<file path="src/rtl/mem_wb_stage.sv">
// MEM/WB pipeline register with load extraction, register write-back,
// WB->ID operand bypass and a retired-instruction counter.
module mem_wb_stage #(
   parameter int DATA_W = 32,
   parameter int ADDR_W = 5,
   parameter int CNT_W  = 32
) (
   input  logic              clk,
   input  logic              rst,
   input  logic              stall,
   input  logic              flush,
   input  logic              mem_valid,
   input  logic              mem_reg_write,
   input  logic              mem_mem_to_reg,
   input  logic [1:0]        mem_load_size,
   input  logic              mem_load_unsigned,
   input  logic [DATA_W-1:0] mem_alu_result,
   input  logic [DATA_W-1:0] mem_read_data,
   input  logic [ADDR_W-1:0] mem_addr_w,
   input  logic [ADDR_W-1:0] id_addr_r1,
   input  logic [ADDR_W-1:0] id_addr_r2,
   input  logic [DATA_W-1:0] id_rf_data_r1,
   input  logic [DATA_W-1:0] id_rf_data_r2,
   output logic              rf_we,
   output logic [ADDR_W-1:0] rf_addr_w,
   output logic [DATA_W-1:0] rf_data_w,
   output logic [DATA_W-1:0] id_data_r1,
   output logic [DATA_W-1:0] id_data_r2,
   output logic [CNT_W-1:0]  retire_count
);

   logic              wb_valid_q;
   logic              wb_reg_write_q;
   logic              wb_mem_to_reg_q;
   logic [1:0]        wb_load_size_q;
   logic              wb_load_unsigned_q;
   logic [DATA_W-1:0] wb_alu_result_q;
   logic [DATA_W-1:0] wb_read_data_q;
   logic [ADDR_W-1:0] wb_addr_w_q;
   logic [CNT_W-1:0]  retire_q;
   logic [CNT_W-1:0]  retire_d;

   logic              capture;
   logic [1:0]        off;
   logic [DATA_W-1:0] byte_shift;
   logic [7:0]        lane_b;
   logic [15:0]       lane_h;
   logic              sext;
   logic [DATA_W-1:0] load_ext;

   assign capture  = !flush && !stall;
   assign retire_d = retire_q + CNT_W'(1);

   always_ff @(posedge clk or negedge rst) begin
      if (!rst) begin
         wb_valid_q         <= 1'b0;
         wb_reg_write_q     <= 1'b0;
         wb_mem_to_reg_q    <= 1'b0;
         wb_load_size_q     <= 2'b00;
         wb_load_unsigned_q <= 1'b0;
         wb_alu_result_q    <= '0;
         wb_read_data_q     <= '0;
         wb_addr_w_q        <= '0;
         retire_q           <= '0;
      end else begin
         if (flush) begin
            wb_valid_q <= 1'b0;
         end else if (!stall) begin
            wb_valid_q         <= mem_valid;
            wb_reg_write_q     <= mem_reg_write;
            wb_mem_to_reg_q    <= mem_mem_to_reg;
            wb_load_size_q     <= mem_load_size;
            wb_load_unsigned_q <= mem_load_unsigned;
            wb_alu_result_q    <= mem_alu_result;
            wb_read_data_q     <= mem_read_data;
            wb_addr_w_q        <= mem_addr_w;
         end
         if (capture && mem_valid) begin
            retire_q <= retire_d;
         end
      end
   end

   // Little-endian lanes; halfword selection ignores off[0].
   assign off        = wb_alu_result_q[1:0];
   assign byte_shift = wb_read_data_q >> {off, 3'b000};
   assign lane_b     = byte_shift[7:0];
   assign lane_h     = off[1] ? wb_read_data_q[31:16]
                              : wb_read_data_q[15:0];
   assign sext       = !wb_load_unsigned_q;

   always_comb begin
      load_ext = wb_read_data_q;
      unique case (wb_load_size_q)
         2'b00:   load_ext = {{(DATA_W-8){sext & lane_b[7]}}, lane_b};
         2'b01:   load_ext = {{(DATA_W-16){sext & lane_h[15]}}, lane_h};
         default: load_ext = wb_read_data_q;
      endcase
   end

   assign rf_we     = wb_valid_q && wb_reg_write_q && (wb_addr_w_q != '0);
   assign rf_addr_w = wb_addr_w_q;
   assign rf_data_w = wb_mem_to_reg_q ? load_ext : wb_alu_result_q;

   assign id_data_r1 = (rf_we && id_addr_r1 == rf_addr_w) ? rf_data_w
                                                         : id_rf_data_r1;
   assign id_data_r2 = (rf_we && id_addr_r2 == rf_addr_w) ? rf_data_w
                                                         : id_rf_data_r2;

   assign retire_count = retire_q;

endmodule
</file>
<file path="config.mk">
export PLATFORM = sky130hd
export DESIGN_NAME = mem_wb_stage
export DESIGN_NICKNAME = d
export VERILOG_FILES = /design/src/rtl/mem_wb_stage.sv
export SDC_FILE = /design/constraint.sdc
export NUM_CORES = 1
export LEC_CHECK = 0
export ABC_CLOCK_PERIOD_IN_PS = 5900
export BUFFER_PORTS_ARGS = -buffer_cell sky130_fd_sc_hd__buf_2
export CAP_MARGIN = 20
export CORE_MARGIN = 5
export CORE_UTILIZATION = 51
export CTS_CLUSTER_SIZE = 40
export DETAILED_ROUTE_END_ITERATION = 10
export PLACE_DENSITY_LB_ADDON = 0.15
export SLEW_MARGIN = 40
export SYNTH_ARGS = -nofsm -noshare
export SYNTH_HDL_FRONTEND = slang
export SYNTH_SLANG_ARGS = --single-unit
</file>
<file path="constraint.sdc">
create_clock -name clk -period 5.9 [get_ports clk]
set_input_delay 0.59 -clock clk [delete_from_list [all_inputs] [get_ports clk]]
set_output_delay 0.59 -clock clk [all_outputs]
set_load 0.01 [all_outputs]
</file>
==> results.md, run 1 <==
- Clock sink count: 107
- Sum of negative setup slack: 0 ns
- Die Wd: 118 um
- Final Cycle Share: between 60 and 70%
- Rel. slew slack: between 50% and 60%
- Synthesized area per cell: between 10 and 15 um2
- Critical-path maximum fanout: 29
- Cts repair resizes: 0
- Synth Cell Area: 5920 um2
- Worst Setup Start Kind: flip-flop
- Status: complete, no violations
- DP HPWL: 13.8 mm
- CP Data Arrival Time: slightly above 3 ns
- Core area: between 10000 and 15000 um2
- DRC Markers: 0
- Routed Antenna Nets: 0
- Slew Viols, Final: 0
- H-tree depth: 3
- Net count, final: 989
- RSZ-0062 raised after global routing: false
- Initial Util: between 50% and 60%
- Area delta synth->final: 30.9%
- Hold Buf Count CTS: 0
- Layout fillers: between 900 and 1000
- Vias post-DR: roughly 5300
- Max rail drop VDD: about 0.18 mV
- DR pass1 iterations: 5
- Seq/Total Area, Yosys: about 45%
- Total length of routed wires: around 17 mm
- Worst slew pin tran: 0.676 ns
- Power Dens Cells: 270 nW/um2
- Ports: about 290
- Post-layout util: 67.8%
- Synth Area in Adders: less than 1%
- Worst Hold Class: in2async
- Layout cell share with drive strength beyond 1: between 40% and 50%
- Final hold violation count: 0
- Final setup fails: 0
- Clock Tree Buf Depth: 2
- Number of flops mapped to enable cells by yosys: 0
- Yosys warns: 0
- Mapped Nets: around 720
- Die Y: between 100 and 150 um
- Initial antenna violation count: 2
- Crit path required time: about 5.3 ns
- Worst-skew pair later-pin latency: ~0.34 ns
- Vias/cell: approximately 5.4
- Final non-filler cell total: between 900 and 1000
- Leakage power: 0.00395 uW
- Ys async rst share: 100%
- DR WL/cell: around 18 um
- CTS Buf Count: 9
- Routability cong.: 0.873
- RR Startpoint: retire_count[0]$_DFFE_PN0P_
- GR Overflow Total: 0
- FF+latch count, synth: about 110
- Vias in the first global route: around 5300
- Max Freq: roughly 270 MHz
- CTS tree: yes
- Synth Flop Type: dfrtp_1
- Clk slew on worst S/H paths: 0.07 ns
- Cells after Synth: around 570
- CTS root buffer: clkbuf_16
- Initial drt markers: around 290
- Yosys cell types: approximately 50
- Synth Area in XOR/XNOR: 6.07%
- GRT Overall Usage: between 20% and 30%
- Largest family of logic cells by synthesized area: multiplexers
- Total die area: roughly 14000 um2
- Crit Path Class: reg2out
- Overall power: around 2100 uW
- Endpoint class of the critical path: output port
- First-pass GRT wire length: ~28 mm
- CP startpoint: wb_mem_to_reg_q$_DFFE_PN0P_
- Setup WS pre-CTS: around 2.4 ns
- Multiplexer share of the synthesized area: 21.4%
- Placed cells: 966
- Final WS setup: approximately 2.2 ns
- Worst clock skew: roughly 0.0058 ns
- Simple logic cell fraction of the synthesized area: about an eighth
- FP Rows: 39
- Setup Buffers After CTS: 0
- Min Tclk post-route: roughly 3.7 ns
- Largest net degree at the start of global routing: between 60 and 70
- # port buffers: roughly 290
- Compound-gate portion of the synthesized area: under 10%
- Max Cap Viol: 0
-- metal layers --
| metal | global-route usage [%] | wire, um |
|---|---|---|
| met1 | 29.3 | 6710 |
| met2 | 43.5 | 9110 |
| met3 | 6.25 | 1280 |
| met4 | 6.45 | 263 |
| met5 | 0 | 26 |
-- power by group --
part | internal [uW] | switching, uW
logic | 279 | 286
clock network | 326 | 256
registers | 826 | 116
total | 1430 | 658
-- cell families (layout without fill, tap and decap cells) --
kind of cell    after synthesis  count (layout)
simple gates                145             145
mux                         113             113
flops                       107             107
compound gates               92              92
buf+inv                      69             340
xor+xnor                     41              41
fa+ha+maj                     1               1
other cells                   0               1
-- cells in the mapped netlist, types with 5 or more instances --
master     number  area, um2
a221oi_1       13        114
a31oi_1         9       56.3
dfrtp_1       107       2680
nor3_1          5       25.0
nand2_1        53        199
xnor2_1        25        219
mux2i_1        13        130
xor2_1         16        140
inv_1          34        128
nand3_1        12       60.1
nand4_1         8       50.1
nor2_1         36        135
a2bb2oi_1       5       43.8
and3_1          7       43.8
mux2_2         98       1100
o21ai_0        29        145
buf_2           8       40.0
clkbuf_1       25       93.8
a21oi_1        20        100
-- final timing paths --
kind / to / slack [ns] / depth (start not counted)
setup / recovery: id_data_r1[21] / 2.23 / 7
hold / removal: retire_count[1]$_DFFE_PN0P_ / 0.24 / 1
setup reg to reg: retire_count[28]$_DFFE_PN0P_ / 3.68 / 6
hold reg to reg: retire_count[31]$_DFFE_PN0P_ / 0.48 / 1
max in group asynchronous: wb_alu_result_q[1]$_DFFE_PN0P_ / 4.66 / 2
min in group clk: wb_mem_to_reg_q$_DFFE_PN0P_ / 0.47 / 3
-- critical path, stage by stage (launching register included) --
cell,delay (ns)
dfrtp_2,0.58
inv_1,0.53
nor2_1,0.27
nor4b_2,0.23
buf_4,0.21
a221oi_1,0.56
o21ai_0,0.18
buf_2,0.17
-- state kept, by name (all words and copies together) (netlist names) --
signal	count
wb_alu_result_q	32
rf_addr_w	5
wb_reg_write_q	1
wb_valid_q	1
wb_read_data_q	32
wb_load_size_q	2
retire_count	32
wb_load_unsigned_q	1
wb_mem_to_reg_q	1
-- cell type report --
class                           count  area (um2)  share of cell area [%]
Antenna cell                        1        2.50                  0.0323
Clock buffer                       10         229                    2.96
Clock inverter                      5        53.8                   0.695
Inverter                           34         128                    1.65
Multi-Input combinational cell    392        2980                    38.5
Sequential cell                   107        2680                    34.6
Tap cell                          143         179                    2.31
Timing Repair Buffer              291        1500                    19.3
-- cell usage in the layout, fill, tap and decap left out, types with 3 or more instances in the layout --
cell type,count
a2bb2oi_1,5
a211oi_1,3
nand2_1,53
mux2i_1,13
clkinv_2,3
o21ai_0,29
dfrtp_1,105
clkbuf_16,9
nor2_1,35
inv_1,34
nand4_1,8
mux2_2,98
a31oi_1,9
xnor2_1,25
xor2_1,16
buf_4,4
o22ai_1,3
o221ai_1,4
and3_1,7
nor3_1,5
a221oi_1,13
buf_2,285
nor2b_1,3
nand3_1,12
a21oi_1,20
-- through the flow --
| stage | hold slack (ns) | area [um2] |
|---|---|---|
| final | 0.235 | 7750 |
| after global placement | 0.453 | 7420 |
| after CTS | 0.252 | 7700 |
| after global routing | 0.282 | 7740 |
| after detailed placement | 0.483 | 7420 |
| after floorplan | 0.294 | 5920 |
No activity file was read; power rests on OpenSTA's default activity.
==> inputs of run 2 (changes only) <==
- ABC_CLOCK_PERIOD_IN_PS: 5900 -> 3800
- CORE_UTILIZATION: 51 -> 47
- clock period: 5.9 -> 3.8 ns (I/O delays scaled with it)
==> results.md, run 2 (synthesis gave the netlist of run 1 again) <==
- Clock Tree Buf Depth: 2
- Sum of negative setup slack: 0 ns
- Setup Buffers After CTS: 0
- Vias in the first global route: approximately 5400
- Crit path required time: roughly 3.4 ns
- Commonest non-fill, non-tap cell in the layout: buf_2
- Clock sink count: approximately 110
- Total die area: ~15000 um2
- GRT Overall Usage: between 20% and 30%
- Die Wd: around 120 um
- GR Overflow Total: 0
- First-pass GRT wire length: between 20 and 30 mm
- Initial Util: roughly 47%
- Min Tclk post-route: approximately 3.1 ns
- Area delta synth->final: 31.7%
- DRC Markers: 0
- Vias post-DR: around 5300
- Cts repair resizes: 0
- Endpoint class of the critical path: output port
- Worst slew pin tran: between 0.6 and 0.7 ns
- Layout cell share with drive strength beyond 1: slightly below 50%
- Largest net degree at the start of global routing: 77
- CP Data Arrival Time: roughly 2.7 ns
- Vias/cell: 5.24
- Ports: around 290
- DR pass1 iterations: 4
- Core area: ~12000 um2
- Overall power: roughly 3200 uW
- Net count, final: just under 1000
- Initial antenna violation count: 4
- Worst clock skew: 0.00578 ns
- Design area: 7800 um2
- Crit Path Class: reg2out
- Critical-path maximum fanout: 16
- DR WL/cell: 18.4 um
- RSZ-0062 raised after global routing: false
- Worst Setup Start Kind: flip-flop
- CTS root buffer: clkbuf_16
- Worst Hold Class: in2async
- Final setup fails: 0
- Routed Antenna Nets: 0
- Final hold violation count: 0
- Layout fillers: around 1100
- Max Cap Viol: 0
- DP HPWL: around 15 mm
- Clk slew on worst S/H paths: ~0.06 ns
- Rel. slew slack: between 50 and 60%
- Status: complete, no violations
- CTS Buf Count: 9
- # port buffers: around 290
- Die Y: between 100 and 150 um
- Worst-skew pair later-pin latency: 0.34 ns
- FP Rows: approximately 40
- Leakage power: about 0.0040 uW
- Max Freq: about 330 MHz
- Initial drt markers: 182
- Power Dens Cells: a little over 400 nW/um2
- Max rail drop VDD: ~0.28 mV
- Hold Buf Count CTS: 0
- CTS tree: yes
- Slew Viols, Final: 0
- Most frequent cells in the layout: 285 x buf_2, 107 x dfrtp_1, 98 x mux2_2, 53 x nand2_1, 35 x nor2_1
- H-tree depth: 3
- Area post-placement: around 7500 um2
- Total length of routed wires: ~19 mm
- Routability cong.: slightly below 0.8
- Final Cycle Share: between 80% and 90%
## run 2: per-layer routing
metal | track usage (%) | wire length (um) | vias up | share of wire (%)
li1 | - | - | 2550 | -
met1 | 28.6 | 7140 | 2563 | 38
met2 | 43.2 | 9840 | 192 | 52
met3 | 6.04 | 1340 | 30 | 7.1
met4 | 8.33 | 447 | 4 | 2.4
met5 | 0 | 21 | - | 0.11
## run 2: final cells by class
type                            instances  area, um2  share of cell area [%]
Clock buffer                           11        233                    2.99
Timing Repair Buffer                  297       1520                    19.5
Inverter                               34        128                    1.64
Multi-Input combinational cell        392       2990                    38.3
Antenna cell                            2       5.00                  0.0642
Clock inverter                          4       26.3                   0.337
Tap cell                              172        215                    2.76
Sequential cell                       107       2680                    34.3
## run 2: per-stage QoR
step	instances	util, %	hold WS, ns	setup WS (ns)
after floorplan	568	-	0.0844	1.41
after global placement	1002	60.2	0.454	1.03
after detailed placement	1002	60.3	0.437	0.954
after CTS	1017	62.4	0.0704	0.613
after global routing	1019	62.5	0.0884	0.511
final	1019	62.5	0.0470	0.728
## run 2: power breakdown
group / leakage, uW / switching [uW] / internal (uW)
Combinational: 0.00252 / 491 / 439
Sequential: 0.00131 / 157 / 1280
Clock: 0.000126 / 392 / 441
## run 2: worst paths after layout
| kind | start | to | slack, ns | depth (start not counted) |
|---|---|---|---|---|
| max reg2reg | retire_count[0]$_DFFE_PN0P_ | retire_count[28]$_DFFE_PN0P_ | 1.55 | 6 |
| min in group clk | mem_read_data[17] | wb_read_data_q[17]$_DFFE_PN0P_ | 0.26 | 3 |
| max | wb_read_data_q[7]$_DFFE_PN0P_ | id_data_r1[29] | 0.73 | 7 |
| max in group asynchronous | rst | wb_read_data_q[11]$_DFFE_PN0P_ | 3.04 | 2 |
| min reg2reg | retire_count[31]$_DFFE_PN0P_ | retire_count[31]$_DFFE_PN0P_ | 0.48 | 1 |
| min | rst | retire_count[1]$_DFFE_PN0P_ | 0.05 | 1 |
## run 2: worst max-delay path: stages, from the launching register on
cell,delay (ns)
dfrtp_1,0.41
nor2b_1,0.15
a2111oi_0,0.57
nor4b_2,0.11
buf_4,0.22
a221oi_1,0.55
o21ai_0,0.18
buf_2,0.17
==> inputs of run 3 (changes only) <==
- ABC_CLOCK_PERIOD_IN_PS: 3800 -> 2900
- clock period: 3.8 -> 2.9 ns (I/O delays scaled with it)
==> results.md, run 3 (synthesis gave the netlist of run 1 again) <==
- H-tree depth: 3
- Largest net degree at the start of global routing: between 70 and 80
- DR WL/cell: about 18 um
- Total die area: 14900 um2
- Hold slack: roughly 0.16 ns
- Min Tclk post-route: 2.81 ns
- Area post-placement: about 7600 um2
- Area delta synth->final: 34.6%
- Net count, final: 1003
- Ports: about 290
- Layout fillers: about 1100
- Final setup fails: 0
- GRT met1 Usage: about 30%
- Worst slew pin tran: ~0.66 ns
- RR Startpoint: retire_count[0]$_DFFE_PN0P_
- Power Dens Cells: around 550 nW/um2
- Met2 global-route usage: about 44%
- Design area: between 7000 and 8000 um2
- CTS tree: yes
- CP Data Arrival Time: ~2.5 ns
- Max rail drop VDD: just under 0.4 mV
- Max Freq: roughly 360 MHz
- Layout cell share with drive strength beyond 1: ~50%
- GR peak layer: met2
- Most frequent cells in the layout: 285 x buf_2, 106 x dfrtp_1, 98 x mux2_2, 52 x nand2_1, 35 x nor2_1
- Clock Tree Buf Depth: 2
- Clk slew on worst S/H paths: approximately 0.070 ns
- Vias post-DR: between 5000 and 6000
- Vias/cell: around 5.3
- Die Y: between 100 and 150 um
- GR met3 Demand/Resource: under 10%
- Leakage power: about 0.004 uW
- Routed Antenna Nets: 0
- First-pass GRT wire length: ~29 mm
- Initial antenna violation count: 4
- DP HPWL: 14.8 mm
- FP Rows: 41
- Status: complete, no violations
- Worst Hold Class: in2reg
- Worst Setup Start Kind: flip-flop
- Initial drt markers: ~240
- Clock sink count: between 100 and 150
- Setup Buffers After CTS: 0
- # port buffers: between 200 and 300
- DRC Markers: 0
- Worst r2r path cells: 6
- Worst-skew pair later-pin latency: between 0.3 and 0.4 ns
- Total length of routed wires: 19.0 mm
- GR Overflow Total: 0
- Final WS setup: 0.0892 ns
- Endpoint class of the critical path: output port
- Final Cycle Share: slightly below 100%
- Crit Path Class: reg2out
- Routability cong.: 0.881
- CTS root buffer: clkbuf_16
- Setup WS pre-CTS: around 0.16 ns
- GRT Overall Usage: approximately 25%
- CTS Buf Count: 9
- Critical-path maximum fanout: 7
- DR pass1 iterations: 5
- CP startpoint: wb_alu_result_q[1]$_DFFE_PN0P_
- Rel. slew slack: 55.7%
- Slew Viols, Final: 0
- Core area: ~12000 um2
- Crit path required time: 2.61 ns
- Final hold violation count: 0
- Sum of negative setup slack: 0 ns
- Overall power: ~4300 uW
- Worst r2r dst: retire_count[28]$_DFFE_PN0P_
- Register-to-register setup slack: approximately 0.7 ns
- Critical Path End: id_data_r1[21]
- Max Cap Viol: 0
- Commonest non-fill, non-tap cell in the layout: buf_2
- RSZ-0062 raised after global routing: true
- Die Wd: 122 um
- Vias in the first global route: ~5500
- Initial Util: between 40% and 50%
- Worst clock skew: around 0.0066 ns
## run 3: worst min path at each step
stage	from	endpoint	slack, ns	depth (start not counted)
after floorplan	rst	retire_count[0]$_DFFE_PN0P_	-0.006	0
after detailed placement	rst	wb_valid_q$_DFFE_PN0P_	0.36	1
final	mem_read_data[17]	wb_read_data_q[17]$_DFFE_PN0P_	0.16	3
after global routing	mem_read_data[21]	wb_read_data_q[21]$_DFFE_PN0P_	0.16	2
after CTS	flush	wb_valid_q$_DFFE_PN0P_	0.15	2
after global placement	rst	wb_valid_q$_DFFE_PN0P_	0.35	1
## run 3: routing by layer
metal	vias to the layer above	wire length (um)	share of wire [%]
met5	-	36	0.19
met4	6	541	2.9
met3	39	1440	7.6
met2	207	9730	51
met1	2646	7220	38
li1	2573	-	-
## run 3: report_power, final
| part | leakage, uW | total (uW) | internal, uW | switching (uW) |
|---|---|---|---|---|
| Sequential | 0.00131 | 1890 | 1680 | 205 |
| Combinational | 0.00256 | 1280 | 606 | 671 |
| Clock | 0.000142 | 1180 | 654 | 528 |
| Total | 0.00402 | 4350 | 2940 | 1400 |
## run 3: layout make-up
type	instances	area (um2)	share of cell area (%)
Sequential cell	107	2680	33.6
Antenna cell	1	2.50	0.0314
Multi-Input combinational cell	393	3050	38.2
Clock inverter	3	21.3	0.267
Clock buffer	13	270	3.39
Inverter	34	128	1.60
Tap cell	172	215	2.70
Timing Repair Buffer	304	1600	20.1
## run 3: through the flow
| step | instances | util [%] |
|---|---|---|
| 2_1_floorplan | 568 | - |
| 3_3_place_gp | 1008 | 60.8 |
| 3_5_place_dp | 1008 | 60.9 |
| 4_1_cts | 1025 | 63.4 |
| 5_1_grt | 1027 | 63.9 |
| 6_report | 1027 | 63.9 |
## run 3: repair_timing
item / CTS / global route
hold endpoints to repair: 49 / 0
endpoints found under the setup margin: 46 / 11
pin swaps: 0 / 1
hold buffers: 1 / 0
gates cloned: 0 / 1
gates resized for setup: 4 / 7
## run 3: critical path: stages (launching register included)
cell	delay (ns)
dfrtp_2	0.45
mux2_2	0.37
nor2_1	0.28
nor4b_4	0.13
buf_4	0.19
a221oi_1	0.42
o21ai_0	0.17
buf_2	0.16
